--- src/rtl/adc_scan_sequencer.sv ---
// adc_scan_sequencer: on each sample tick, scans the enabled channels in ascending order through one SPI ADC engine.
// Optional macro ADC_AVG_EN: the bank keeps a two-point running average instead of the raw sample.
module adc_scan_sequencer #(
  parameter int NUM_CH     = 4,
  parameter int CH_W       = 2,
  parameter int DATA_W     = 12,
  parameter int SAMPLE_DIV = 10000,
  parameter int TIMEOUT    = 255
) (
  input  logic              clk,
  input  logic              reset,
  input  logic              enable,
  input  logic [NUM_CH-1:0] ch_mask,
  input  logic              clr_err,
  input  logic              spi_busy,
  input  logic              spi_data_valid,
  input  logic [DATA_W-1:0] spi_data,
  output logic              spi_start,
  output logic [CH_W-1:0]   spi_channel,
  output logic              sample_valid,
  output logic [CH_W-1:0]   sample_ch,
  output logic [DATA_W-1:0] sample_data,
  input  logic [CH_W-1:0]   rd_ch,
  output logic [DATA_W-1:0] rd_data,
  output logic              scan_done,
  output logic              busy,
  output logic              overrun_err,
  output logic              timeout_err
);
  // state       | meaning
  // S_IDLE      | waiting for a sample tick with a non-empty channel mask
  // S_ISSUE     | waiting for the SPI engine to be free, then pulse spi_start
  // S_WAIT_DONE | conversion in flight, timeout down-counter running
  // S_STORE     | write captured result into the bank
  // S_NEXT      | advance to the next enabled channel or finish the scan
  typedef enum logic [2:0] {S_IDLE, S_ISSUE, S_WAIT_DONE, S_STORE, S_NEXT} state_t;

  localparam int DIV_W = $clog2(SAMPLE_DIV);
  localparam int TMO_W = $clog2(TIMEOUT + 1);

  state_t            state, state_nxt;
  logic [DIV_W-1:0]  div_cnt;
  logic              tick;
  logic [NUM_CH-1:0] scan_mask, scan_mask_nxt;
  logic [CH_W-1:0]   cur_ch, cur_ch_nxt;
  logic [TMO_W-1:0]  tmo_cnt, tmo_nxt;
  logic [DATA_W-1:0] cap_data, cap_nxt;
  logic [DATA_W-1:0] bank [NUM_CH];
  logic [DATA_W-1:0] wr_val;
  logic [CH_W:0]     first_hit, next_hit;
  logic              start_nxt, done_nxt, bank_we, timeout_set, overrun_set;

  // Returns {found, index} of the lowest set bit of m at or above position lo.
  function automatic logic [CH_W:0] find_bit(input logic [NUM_CH-1:0] m, input int lo);
    logic [CH_W:0] r;
    r = '0;
    for (int i = NUM_CH - 1; i >= 0; i--)
      if (m[i] && i >= lo) r = {1'b1, CH_W'(i)};
    return r;
  endfunction

  assign tick        = enable && (div_cnt == DIV_W'(SAMPLE_DIV - 1));
  assign busy        = (state != S_IDLE);
  assign spi_channel = cur_ch;
  assign overrun_set = tick && (state != S_IDLE);

  always_comb begin
    state_nxt     = state;
    scan_mask_nxt = scan_mask;
    cur_ch_nxt    = cur_ch;
    tmo_nxt       = tmo_cnt;
    cap_nxt       = cap_data;
    start_nxt     = 1'b0;
    done_nxt      = 1'b0;
    bank_we       = 1'b0;
    timeout_set   = 1'b0;
    first_hit     = find_bit(ch_mask, 0);
    next_hit      = find_bit(scan_mask, int'(cur_ch) + 1);
    case (state)
      S_IDLE: begin
        if (tick && first_hit[CH_W]) begin
          scan_mask_nxt = ch_mask;
          cur_ch_nxt    = first_hit[CH_W-1:0];
          state_nxt     = S_ISSUE;
        end
      end
      S_ISSUE: begin
        if (!spi_busy) begin
          start_nxt = 1'b1;
          tmo_nxt   = TMO_W'(TIMEOUT - 1);
          state_nxt = S_WAIT_DONE;
        end
      end
      S_WAIT_DONE: begin
        if (spi_data_valid) begin
          cap_nxt   = spi_data;
          state_nxt = S_STORE;
        end else if (tmo_cnt == '0) begin
          timeout_set = 1'b1;
          state_nxt   = S_NEXT;
        end else begin
          tmo_nxt = tmo_cnt - 1'b1;
        end
      end
      S_STORE: begin
        bank_we   = 1'b1;
        state_nxt = S_NEXT;
      end
      S_NEXT: begin
        if (next_hit[CH_W]) begin
          cur_ch_nxt = next_hit[CH_W-1:0];
          state_nxt  = S_ISSUE;
        end else begin
          done_nxt  = 1'b1;
          state_nxt = S_IDLE;
        end
      end
      default: state_nxt = S_IDLE;
    endcase
  end

`ifdef ADC_AVG_EN
  logic [NUM_CH-1:0] seen;

  always_ff @(posedge clk) begin
    if (reset) seen <= '0;
    else if (bank_we) seen[cur_ch] <= 1'b1;
  end

  // First sample of a channel seeds the average directly.
  always_comb
    wr_val = seen[cur_ch] ? DATA_W'(({1'b0, bank[cur_ch]} + {1'b0, cap_data}) >> 1) : cap_data;
`else
  always_comb wr_val = cap_data;
`endif

  always_ff @(posedge clk) begin
    if (reset) begin
      state        <= S_IDLE;
      div_cnt      <= '0;
      scan_mask    <= '0;
      cur_ch       <= '0;
      tmo_cnt      <= '0;
      cap_data     <= '0;
      spi_start    <= 1'b0;
      scan_done    <= 1'b0;
      sample_valid <= 1'b0;
      sample_ch    <= '0;
      sample_data  <= '0;
      rd_data      <= '0;
      overrun_err  <= 1'b0;
      timeout_err  <= 1'b0;
      for (int i = 0; i < NUM_CH; i++) bank[i] <= '0;
    end else begin
      state     <= state_nxt;
      scan_mask <= scan_mask_nxt;
      cur_ch    <= cur_ch_nxt;
      tmo_cnt   <= tmo_nxt;
      cap_data  <= cap_nxt;
      if (!enable || tick) div_cnt <= '0;
      else div_cnt <= div_cnt + 1'b1;
      spi_start    <= start_nxt;
      scan_done    <= done_nxt;
      sample_valid <= bank_we;
      if (bank_we) begin
        bank[cur_ch] <= wr_val;
        sample_ch    <= cur_ch;
        sample_data  <= wr_val;
      end
      rd_data <= (int'(rd_ch) < NUM_CH) ? bank[rd_ch] : '0;
      // A flag being set in the same cycle as clr_err stays set.
      if (overrun_set) overrun_err <= 1'b1;
      else if (clr_err) overrun_err <= 1'b0;
      if (timeout_set) timeout_err <= 1'b1;
      else if (clr_err) timeout_err <= 1'b0;
    end
  end
endmodule

--- config.mk ---
export PLATFORM = sky130hd
export DESIGN_NAME = adc_scan_sequencer
export DESIGN_NICKNAME = d
export VERILOG_FILES = /design/src/rtl/adc_scan_sequencer.sv
export SDC_FILE = /design/constraint.sdc
export NUM_CORES = 1
export LEC_CHECK = 0
export ABC_AREA = 1
export CAP_MARGIN = 30
export CORE_MARGIN = 2
export CORE_UTILIZATION = 47
export DETAILED_ROUTE_END_ITERATION = 7
export GPL_ROUTABILITY_DRIVEN = 0
export PLACE_DENSITY_LB_ADDON = 0.12
export SLEW_MARGIN = 20
export SYNTH_ARGS = -nofsm -noshare
export SYNTH_HDL_FRONTEND = slang
export SYNTH_SLANG_ARGS = --single-unit
--- constraint.sdc ---
create_clock -name clk -period 2.1 [get_ports clk]
set_input_delay 0.21 -clock clk [delete_from_list [all_inputs] [get_ports clk]]
set_output_delay 0.21 -clock clk [all_outputs]
set_load 0.02 [all_outputs]
==> impl_metrics.ini <==
[logic_synthesis]
ys_seq_area_share_pct = 56.5
synth.avg_cell_area_um2 = 8.88
yosysTopAreaCellShare_pct = 28.4
yosysMostFrequentCell = nor2_1
yosys_register_bits = 121
syn_inst = 579
ys_types = 36
synth_top_area_cell = dfxtp_1
syn_nets = 606
yosys-top-cells-count = nor2_1, dfxtp_1, nand2_1
synthFlopType = dfxtp_1
synth_edf_count = 48
async_reset_ff_share_pct = 0
synth_area_um2 = 5140
yosys-top-cells-area = dfxtp_1, edfxtp_1, nor2_1
yosysWarningCount = 0

[layout]
antennaDiodeCount = 0
fin_util_pct = 60.2
drive_gt1_share_pct = 14.7
fin_cells = 799
nets = 673
syn_to_final_growth_pct = 25.7

[worst_setup_path]
worstSetupEndpointType = primary output
cp_max_fo = 6
cp_slowest_stage_delay_ns = 0.35
r2r_cells = 9
reg2reg_from = state[2]$_SDFFE_PP0P_
path_cells = inv_1 > nand2_1 > nor2_1 > inv_1 > dlygate4sd2_1
cp-startpoint = state[1]$_SDFFE_PP0P_
required_ns = 1.89
path_common_cell = inv_1
cp.arrival_ns = 1.76
crit_path_top_delay_cell = dlygate4sd2_1
startpoint_type = flop
rrSetupSlack_ns = 0.30
critPathKind = reg2out

[floorplanning]
pin_count = 58
die_w_um = 109
core-area_um2 = 10700
fp.dieH_um = 109
start_util_pct = 47.8
dieArea_um2 = 11800
row_count = 38

[sta]
finalSetupViolations = 0
hold_viol = 0
fin_tns_setup_ns = 0
fmax_mhz = 509
clock_skew_ns = 0.00696
tightest_slew_ns = 0.515
rsz0062_at_grt = false
period_minus_slack_ns = 1.97
period_share_pct = 93.6
relSlewSlack_pct = 65.6
final-max-slew-violation-count = 0

[hold_path]
holdPathStages = 2
hp-start = spi_busy
hp-class = in2reg

[cts]
clock_sinks = 121
cts.path.max_buffers = 2
clockRootBuffer = clkbuf_8
h-tree-depth = 4
cts_tree = done
cts.clk_slew.worst_paths_ns = 0.05
clk_latency_ns = 0.52
numCtsBuffers = 17

[placement]
dp_hpwl_um = 7720
dp.cells = 767
portBuffers = 57

[global_route]
overflow = 0
first_global_vias = 3803
grt_max_degree = 30
grt_usage_pct = 20.2
antenna_found_initial = 0
grt_pass1_wl_um = 18100

[pwr]
p_leak_nw = 2.43
ir_drop_v = 0.000410
power_mw = 5.65
p_per_area_nw_per_um2 = 874

[outcome]
status = finished, final reports clean

[flow_run]
cap_violations = 0

[route]
drt_iter0_drc = 205
post_drt_via_cell_ratio = 5.05
ant_nets = 0
wl_um = 11100
firstDrtPassIters = 4
post_drt_wl_per_cell_um = 13.8
vias = 4038
route.detailed.drc = 0
==> routing by layer <==
metal / track usage [%] / part of all wire [%] / vias up
li1: - / - / 2068
met1: 25.8 / 45 / 1854
met2: 32.9 / 49 / 97
met3: 5.30 / 4.1 / 19
met4: 7.88 / 1.7 / 0
met5: 0 / 0 / -
==> cell families after synthesis <==
group	count (synthesis)	synth area share, %
buf+inv	76	6.40
simple gates	262	23.6
fa+ha+maj	3	0.730
xor+xnor	3	0.511
compound gates	114	12.3
flops	121	56.5
==> registers in the layout (all words and copies together) (netlist names) <==
| register | count |
|---|---|
| overrun_err | 1 |
| sample_data | 12 |
| scan_done | 1 |
| scan_mask | 3 |
| state | 3 |
| div_cnt | 14 |
| spi_start | 1 |
| spi_channel | 2 |
| sample_ch | 2 |
| cap_data | 12 |
| bank | 48 |
| rd_data | 12 |
| tmo_cnt | 8 |
| timeout_err | 1 |
| sample_valid | 1 |
==> layout by cell type, fill, tap and decap left out, types with 3 or more instances in the layout <==
master	instances
nand2_1	63
nor2_4	4
clkbuf_16	16
o21ai_0	48
nor2_1	117
ha_1	3
inv_2	6
a31o_2	9
a21oi_1	47
buf_4	12
clkbuf_8	6
nand2_2	4
clkinv_2	4
nand4_1	7
dfxtp_1	73
bufinv_16	3
nor2_2	19
clkdlybuf4s50_1	56
nand3_1	32
inv_1	46
o21a_1	4
inv_4	3
edfxtp_1	48
==> critical path: cells and delay by family (launching register included) <==
kind | cells | cell delay [ns]
and+or+nand+nor | 2 | 0.29
DFF | 1 | 0.33
buffers and inverters | 3 | 0.61
==> where the power goes <==
part	switching, mW	internal [mW]	total [mW]
registers	0.0150	2.49	2.50
clock network	0.964	1.95	2.91
logic	0.133	0.103	0.236
==> area by class of cell <==
type                            instances  area (um2)
Multi-Input combinational cell        382        1910
Sequential cell                       121        2900
Clock inverter                          9         118
Tap cell                              140         175
Inverter                               55         214
Clock buffer                           23         487
Fill cell                             968        4280
Timing Repair Buffer                   69         659
==> final timing paths <==
kind	end
setup reg to reg	bank[1][4]$_SDFFCE_PN0P_
hold reg to reg	timeout_err$_SDFFE_PP0P_
setup / recovery	busy
hold / removal	spi_start$_SDFF_PP0_
==> timing repair <==
item,4_1_cts,5_1_grt
hold buffers,0,0
setup buffers,0,0
gates resized for setup,1,0
endpoints found under the setup margin,1,0
==> through the flow <==
step / instance area (um2) / hold WS [ns] / setup slack, ns
2_1_floorplan: 5140 / 0.289 / 0.291
3_3_place_gp: 5860 / 0.451 / 0.179
3_5_place_dp: 5860 / 0.456 / 0.142
4_1_cts: 6460 / 0.292 / 0.117
5_1_grt: 6460 / 0.297 / 0.0323
6_report: 6460 / 0.316 / 0.134
No activity file was read; power rests on OpenSTA's default activity.
